==> config.mk <==
export PLATFORM = sky130hd
export DESIGN_NAME = register_write_buffer
export DESIGN_NICKNAME = d
export VERILOG_FILES = /design/src/rtl/register_write_buffer.sv
export SDC_FILE = /design/constraint.sdc
export NUM_CORES = 1
export LEC_CHECK = 0
export ABC_AREA = 1
export CAP_MARGIN = 20
export CORE_MARGIN = 5
export CORE_UTILIZATION = 58
export DETAILED_ROUTE_END_ITERATION = 8
export GPL_ROUTABILITY_DRIVEN = 0
export PLACE_DENSITY = 0.86
export RECOVER_POWER = 50
export SLEW_MARGIN = 40
export SYNTH_ARGS = -nofsm -noshare
export SYNTH_HDL_FRONTEND = slang
export SYNTH_SLANG_ARGS = --single-unit
==> constraint.sdc <==
create_clock -name clk -period 4.5 [get_ports clk]
set_input_delay 1.35 -clock clk [delete_from_list [all_inputs] [get_ports clk]]
set_output_delay 1.35 -clock clk [all_outputs]
set_load 0.005 [all_outputs]
==> src/rtl/register_write_buffer.sv <==
// Queues register-file write requests and drains them one per cycle to the write port.
// Latency: accepted at edge N, committed on WriteEnable during cycle N+1 -> N+2 (no stall).
// Backpressure: ReqReady drops when the FIFO is full; WriteStall holds the queue without loss.
module register_write_buffer #(
   parameter int DATA_WIDTH = 16,
   parameter int ADDR_WIDTH = 5,
   parameter int DEPTH      = 4
) (
   input  logic                      clk,
   input  logic                      reset,
   input  logic                      ReqValid,
   output logic                      ReqReady,
   input  logic [ADDR_WIDTH-1:0]     ReqAddress,
   input  logic [DATA_WIDTH-1:0]     ReqValue,
   input  logic                      WriteStall,
   output logic                      WriteEnable,
   output logic [ADDR_WIDTH-1:0]     WriteAddress,
   output logic [DATA_WIDTH-1:0]     WriteValue,
   input  logic [ADDR_WIDTH-1:0]     ProbeAddress,
   output logic                      ProbeHit,
   output logic [DATA_WIDTH-1:0]     ProbeValue,
   output logic [$clog2(DEPTH):0]    PendingCount,
   output logic                      Empty
);

   localparam int PTR_W = $clog2(DEPTH);
   localparam int CNT_W = PTR_W + 1;

   logic [ADDR_WIDTH-1:0] addr_mem [DEPTH];
   logic [DATA_WIDTH-1:0] data_mem [DEPTH];
   logic [PTR_W-1:0]      head;
   logic [PTR_W-1:0]      tail;
   logic [CNT_W-1:0]      count;
   logic [PTR_W-1:0]      probe_idx;
   logic                  push;
   logic                  pop;

   // Ready depends on occupancy only, so a full buffer refuses a push even while popping.
   assign ReqReady     = (count != CNT_W'(DEPTH));
   assign push         = ReqValid && ReqReady && !reset;
   assign pop          = (count != '0) && !WriteStall;
   assign PendingCount = count;
   assign Empty        = (count == '0) && !WriteEnable;

   // Entry storage: written at the tail on an accepted request; contents need no reset.
   always_ff @(posedge clk) begin
      if (push) begin
         addr_mem[tail] <= ReqAddress;
         data_mem[tail] <= ReqValue;
      end
   end

   // Pointers, occupancy and the registered write-port stage.
   always_ff @(posedge clk) begin
      if (reset) begin
         head         <= '0;
         tail         <= '0;
         count        <= '0;
         WriteEnable  <= 1'b0;
         WriteAddress <= '0;
         WriteValue   <= '0;
      end else begin
         if (push) begin
            tail <= tail + 1'b1;
         end
         if (pop) begin
            head         <= head + 1'b1;
            WriteEnable  <= 1'b1;
            WriteAddress <= addr_mem[head];
            WriteValue   <= data_mem[head];
         end else begin
            WriteEnable  <= 1'b0;
         end
         case ({push, pop})
            2'b10:   count <= count + 1'b1;
            2'b01:   count <= count - 1'b1;
            default: count <= count;
         endcase
      end
   end

   // Forwarding probe: scan oldest to youngest so the youngest matching entry wins;
   // the output stage is the oldest candidate of all.
   always_comb begin
      ProbeHit   = 1'b0;
      ProbeValue = '0;
      probe_idx  = head;
      if (WriteEnable && (WriteAddress == ProbeAddress)) begin
         ProbeHit   = 1'b1;
         ProbeValue = WriteValue;
      end
      for (int i = 0; i < DEPTH; i++) begin
         probe_idx = head + PTR_W'(i);
         if ((CNT_W'(i) < count) && (addr_mem[probe_idx] == ProbeAddress)) begin
            ProbeHit   = 1'b1;
            ProbeValue = data_mem[probe_idx];
         end
      end
   end

endmodule

Yosys cells after proc, flatten, opt, wreduce, memory -nomap -nowiden
Memories as Yosys holds them, arrays and structs flattened. A register that Yosys moved wholly into a read port is not among the register bits.
Cells that the tools add are included.
{"block": "word_totals", "register_bits": 29, "latchBits": 0, "ramBits": 84, "romBits": 0, "in_bits": 30, "mem_count": 2}
{"block": "classes", "n_addsub": 6, "n_mul": 0, "div": 0, "order_cmp": 4, "eq_ne": 8, "n_shift": 0, "muxes": 18, "bitwise_logic": 0, "n_reduce_logical": 15}
{"name": "data_mem", "depth": 4, "width": 16, "read_ports": 4, "rd_ports_with_merged_regs": 1, "write_ports": 1, "line_no": "30", "text": "logic [DATA_WIDTH-1:0] data_mem [DEPTH];"}
{"name": "addr_mem", "depth": 4, "width": 5, "read_ports": 4, "rd_ports_with_merged_regs": 1, "write_ports": 1, "line_no": "29", "text": "logic [ADDR_WIDTH-1:0] addr_mem [DEPTH];"}
{"operator": "$mux 16", "n": 5}
{"operator": "$eq 5x5->1", "n": 5}
{"operator": "$logic_and 1x1->1", "n": 9}
{"operator": "$mux 1", "n": 8}
{"operator": "$mux 2", "n": 4}
{"operator": "$lt 1x3->1 const A", "n": 2}
{"operator": "$lt 2x3->1 const A", "n": 2}
{"operator": "$pmux 3 s2", "n": 1}
{"operator": "$add 2x1->2 const B", "n": 2}
{"operator": "$add 2x2->2 const B", "n": 2}
{"operator": "$add 3x1->3 const B", "n": 1}
{"operator": "$logic_not 1->1", "n": 3}
{"operator": "$logic_not 3->1", "n": 1}
{"operator": "$ne 3x3->1 const B", "n": 1}
{"operator": "$reduce_bool 3->1", "n": 1}
{"operator": "$sub 3x1->3 const B", "n": 1}
{"operator": "$eq 2x1->1 const B", "n": 1}
{"operator": "$eq 2x2->1 const B", "n": 1}
{"operator": "$reduce_bool 2->1", "n": 1}

Longest topological paths before layout
{"block": "depth", "depth_word": 7, "mapped_depth": 17, "ltp_nobuf": 14}

Worst setup path before layout
Ideal clock, no wire load.
{"block": "synth_path", "path_kind": "input port to output port", "start": "in ProbeAddress[3]", "end": "out ProbeValue[10]", "arrival_ns": 2.655, "t_required_ns": 3.150, "slack_ns": 0.495, "cell_stages": 10, "n_path_buf": 2, "path_cell_list": "clkbuf_1 xor2_1 nor2_1 clkbuf_1 nand4_1 nand2_1 nand3_1 nand2_1 nand2_1 nand2_1"}
{"block": "synth_via", "elab_chain_len": 7, "word_cells_on_any_way": 15}
{"item": "start, declared", "line_no": "19", "text": "input logic [ADDR_WIDTH-1:0] ProbeAddress,"}
{"item": "$eq 5x5->1", "line_no": "88", "text": "if (WriteEnable && (WriteAddress == ProbeAddress)) begin"}
{"item": "$logic_and 1x1->1", "line_no": "88"}
{"item": "$mux 16", "line_no": "88"}
{"item": "$mux 16 (3 in a row)", "line_no": "94", "text": "if ((CNT_W'(i) < count) && (addr_mem[probe_idx] == ProbeAddress)) begin"}
{"item": "$mux 16 *", "line_no": "94"}
{"item": "end, declared", "line_no": "21", "text": "output logic [DATA_WIDTH-1:0] ProbeValue,"}
Every way passes the cells marked *; elsewhere a longest branch is shown, timed or not.

Final worst setup path
{"block": "layout_path", "start": "in ProbeAddress[4]", "end": "out ProbeValue[14]"}
Same word-level chain as after synthesis.

==> results.py <==
metrics = {
    "outcome": {
        "status": "finished, violations left",
        "violations": "max-capacitance violations, max-slew violations",
    },
    "sta": {
        "setup_slack_ns": 0.0350,
        "finClkSkew_ns": 0.0101,
        "hold_violations": 0,
        "worst_slew_pin_slew_ns": 1.83,
        "maxSlewViolCount": 49,
        "relSlewSlack_pct": -22.2,
        "fin_crit_sh_pct": 99.2,
        "max_clock_freq_ghz": 0.224,
        "final.min_clock_period_ns": 4.46,
        "finalSetupViolCount": 0,
        "tns_ns": 0,
    },
    "hold_path": {
        "hold_path_class": "flip-flop to flip-flop",
        "holdPathStages": 2,
        "whs_endpoint": "tail[1]$_SDFFE_PP0P_",
        "min_from": "tail[1]$_SDFFE_PP0P_",
    },
    "logic_synthesis": {
        "yosys_warnings": 0,
        "seq_area_frac_synth_pct": 42.5,
        "synth-seq-cells": 115,
        "synth_fp_nets": 1084,
        "synth.area.top_cells": "edfxtp_1 (34%), nand2_1 (19%), dfxtp_1 (8.4%)",
        "syn_area_per_cell_um2": 7.08,
        "ys_async_sr_fraction_pct": 0,
        "syn_inst": 1045,
        "synth_ff_type": "edfxtp_1",
        "yosysUniqueCellTypes": 35,
        "synth_top_area_share_pct": 34.1,
        "syn_area_um2": 7400,
        "synth_edf_count": 84,
        "yosysTopAreaCell": "edfxtp_1",
    },
    "detailed_routing": {
        "ant_nets": 0,
        "drt-met1-wl_um": 9000,
        "drt-pass1-iter-count": 8,
        "dr_wl_met2_um": 9890,
        "wl_um": 24100,
        "highest_layer": "met4",
        "drtIter0Drc": 1583,
        "wl_per_cell_um": 18.3,
        "drc": 0,
        "vias": 8053,
        "wl_met3_um": 3910,
        "via_per_inst": 6.13,
    },
    "placed_design": {
        "hpwlAfterDp_um": 14600,
        "dpl_cell_area_um2": 8430,
        "place_ws_ns": -0.423,
        "port_buffers": 73,
    },
    "final_layout": {
        "layout-drive-gt1-share_pct": 10.5,
        "syn_to_final_growth_pct": 25.1,
        "final_nets": 1168,
        "antenna_cells": 0,
        "design_area_um2": 9260,
    },
    "power": {
        "p_per_area_nw_per_um2": 558,
        "vdd_drop_max_mv": 0.338,
        "cellLeakagePower_nw": 4.09,
    },
    "worst_setup_path": {
        "required_ns": 3.15,
        "reg2reg_depth": 6,
        "r2r_setup_slack_ns": 1.52,
        "cp-end-kind": "output pin",
        "regToRegStartpoint": "PendingCount[0]$_SDFFE_PP0P_",
        "startpoint_type": "input port",
        "path_class": "input port to output pin",
        "r2r_end": "head[0]$_SDFFE_PP0P_",
        "cp.arrival_ns": 3.11,
        "cp_max_fo": 17,
    },
    "die": {
        "io_pins": 74,
        "die_h_um": 123,
        "core.rowCount": 41,
        "dieArea_um2": 15100,
        "die_w_um": 123,
        "coreArea_um2": 12600,
        "start_util_pct": 58.9,
    },
    "clock_network": {
        "htreeDepth": 4,
        "clk_latency_ns": 0.42,
        "cts_tree": "yes",
        "cts.path.max_buffers": 2,
        "postCtsHoldBufs": 0,
        "clk_pin_slew_ns": 0.05,
        "numCtsBuffers": 17,
        "root_buffer": "clkbuf_16",
        "clock_sinks": 115,
    },
    "global_routing": {
        "grt_usage_pct": 32.2,
        "gr-total-overflow": 0,
        "grt_pass1_vias": 7251,
        "grt_pass1_wl_um": 37200,
        "grt_max_degree": 102,
        "antenna_found_initial": 0,
    },
    "run": {
        "maxCapViolations": 1,
    },
}
-- logic make-up after synthesis --
| logic type | count (synthesis) | synth area share (%) |
|---|---|---|
| flip-flops | 115 | 42.5 |
| AND/OR/NAND/NOR | 581 | 32.5 |
| adder cells (fa/ha/maj) | 9 | 1.52 |
| AO/OA/AOI/OAI | 196 | 14.8 |
| XOR/XNOR | 5 | 0.592 |
| buffers and inverters | 139 | 8.11 |
-- metrics by stage --
| stage | utilization (%) | std cells | hold WS (ns) | power (mW) |
|---|---|---|---|---|
| 6_report | 73.7 | 1314 | 0.543 | 5.17 |
| 5_1_grt | 73.7 | 1314 | 0.578 | 5.42 |
| 4_1_cts | 73.5 | 1311 | 0.544 | 5.01 |
| 3_5_place_dp | 67.1 | 1261 | 0.537 | 3.66 |
| 3_3_place_gp | 67.1 | 1261 | 0.522 | 3.60 |
| 2_1_floorplan | - | 1045 | 0.490 | 2.85 |
-- metal layers --
metal	vias up	GRT usage, %
li1	3666	-
met1	3494	42.6
met2	738	47.0
met3	155	11.0
met4	0	16.1
met5	-	0
-- worst max-delay path, cell delays in order --
cell and delay (ns):
clkdlybuf4s15_1 0.23, inv_2 0.05, buf_4 0.14, a22o_1 0.22
nor2_2 0.16, buf_12 0.17, nand4_1 0.12, nand2_1 0.12
nand3_1 0.10, nand2_1 0.08, nand2_1 0.05, nand2_1 0.06
dlygate4sd2_1 0.25
-- where the power goes --
group / switching, mW / internal, mW / leakage (nW) / total (mW)
Clock: 0.498 / 0.808 / 0.267 / 1.31
Combinational: 1.61 / 0.843 / 2.81 / 2.45
Sequential: 0.144 / 1.27 / 1.02 / 1.41
-- worst max path at each step --
| stage | start | to | slack [ns] | depth (start not counted) |
|---|---|---|---|---|
| finish | ProbeAddress[4] | ProbeValue[14] | 0.04 | 13 |
| detailed placement | ProbeAddress[1] | ProbeValue[14] | -0.42 | 13 |
| floorplan | ProbeAddress[3] | ProbeValue[10] | 0.50 | 10 |
| global route | head[1]$_SDFFE_PP0P_ | ProbeValue[12] | -0.02 | 16 |
| CTS | ProbeAddress[3] | ProbeValue[6] | 0.004 | 14 |
| global placement | ProbeAddress[1] | ProbeValue[14] | -0.41 | 13 |
-- flip-flops by register name, indices dropped and copies added, names as in the netlist, named ones only --
register / count
tail: 2
WriteAddress: 5
WriteEnable: 1
WriteValue: 16
addr_mem: 20
head: 2
data_mem: 64
PendingCount: 3
-- synth_stat cells, types with 2 or more instances --
library cell and number:
nand2_1 376, o21ai_0 109, nor2_1 89, edfxtp_1 84, nand3_1 83, inv_1 71, a21oi_1 48, clkbuf_1 35
dfxtp_1 31, nand4_1 19, o2111ai_1 16, o211ai_1 16, buf_2 12, ha_1 9, buf_4 6, buf_6 5
xor2_1 5, buf_1 4, inv_2 3, nand3_2 3, o21ai_1 3, nand2_2 2, nand2_4 2, nor2_2 2
nor2_4 2
-- layout by cell type, fill, tap and decap left out, types with 11 or more instances in the layout --
cell and count:
nor2_2 11, o211ai_1 16, a21oi_1 48, nand4_1 19, dlygate4sd3_1 29, edfxtp_1 84, inv_1 68, dfxtp_1 30
nor2_1 80, buf_4 33, clkbuf_16 18, o21ai_0 109, nand3_1 83, nand2_1 376, buf_12 12, o2111ai_1 16
clkdlybuf4s50_1 22
-- layout make-up --
type	instances	area, um2
Clock buffer	18	429
Clock inverter	14	139
Fill cell	917	3310
Inverter	76	289
Multi-Input combinational cell	791	3700
Sequential cell	115	3150
Tap cell	172	215
Timing Repair Buffer	127	1340
Timing Repair inverter	1	3.75
-- repair_timing --
item	CTS	global route
resized for setup	40	22
gates cloned	4	1
endpoints found under the hold margin	0	0
endpoints found under the setup margin	17	15
buffers inserted	14	2
pin swaps	5	3
Power figures use the tool's default switching activity.
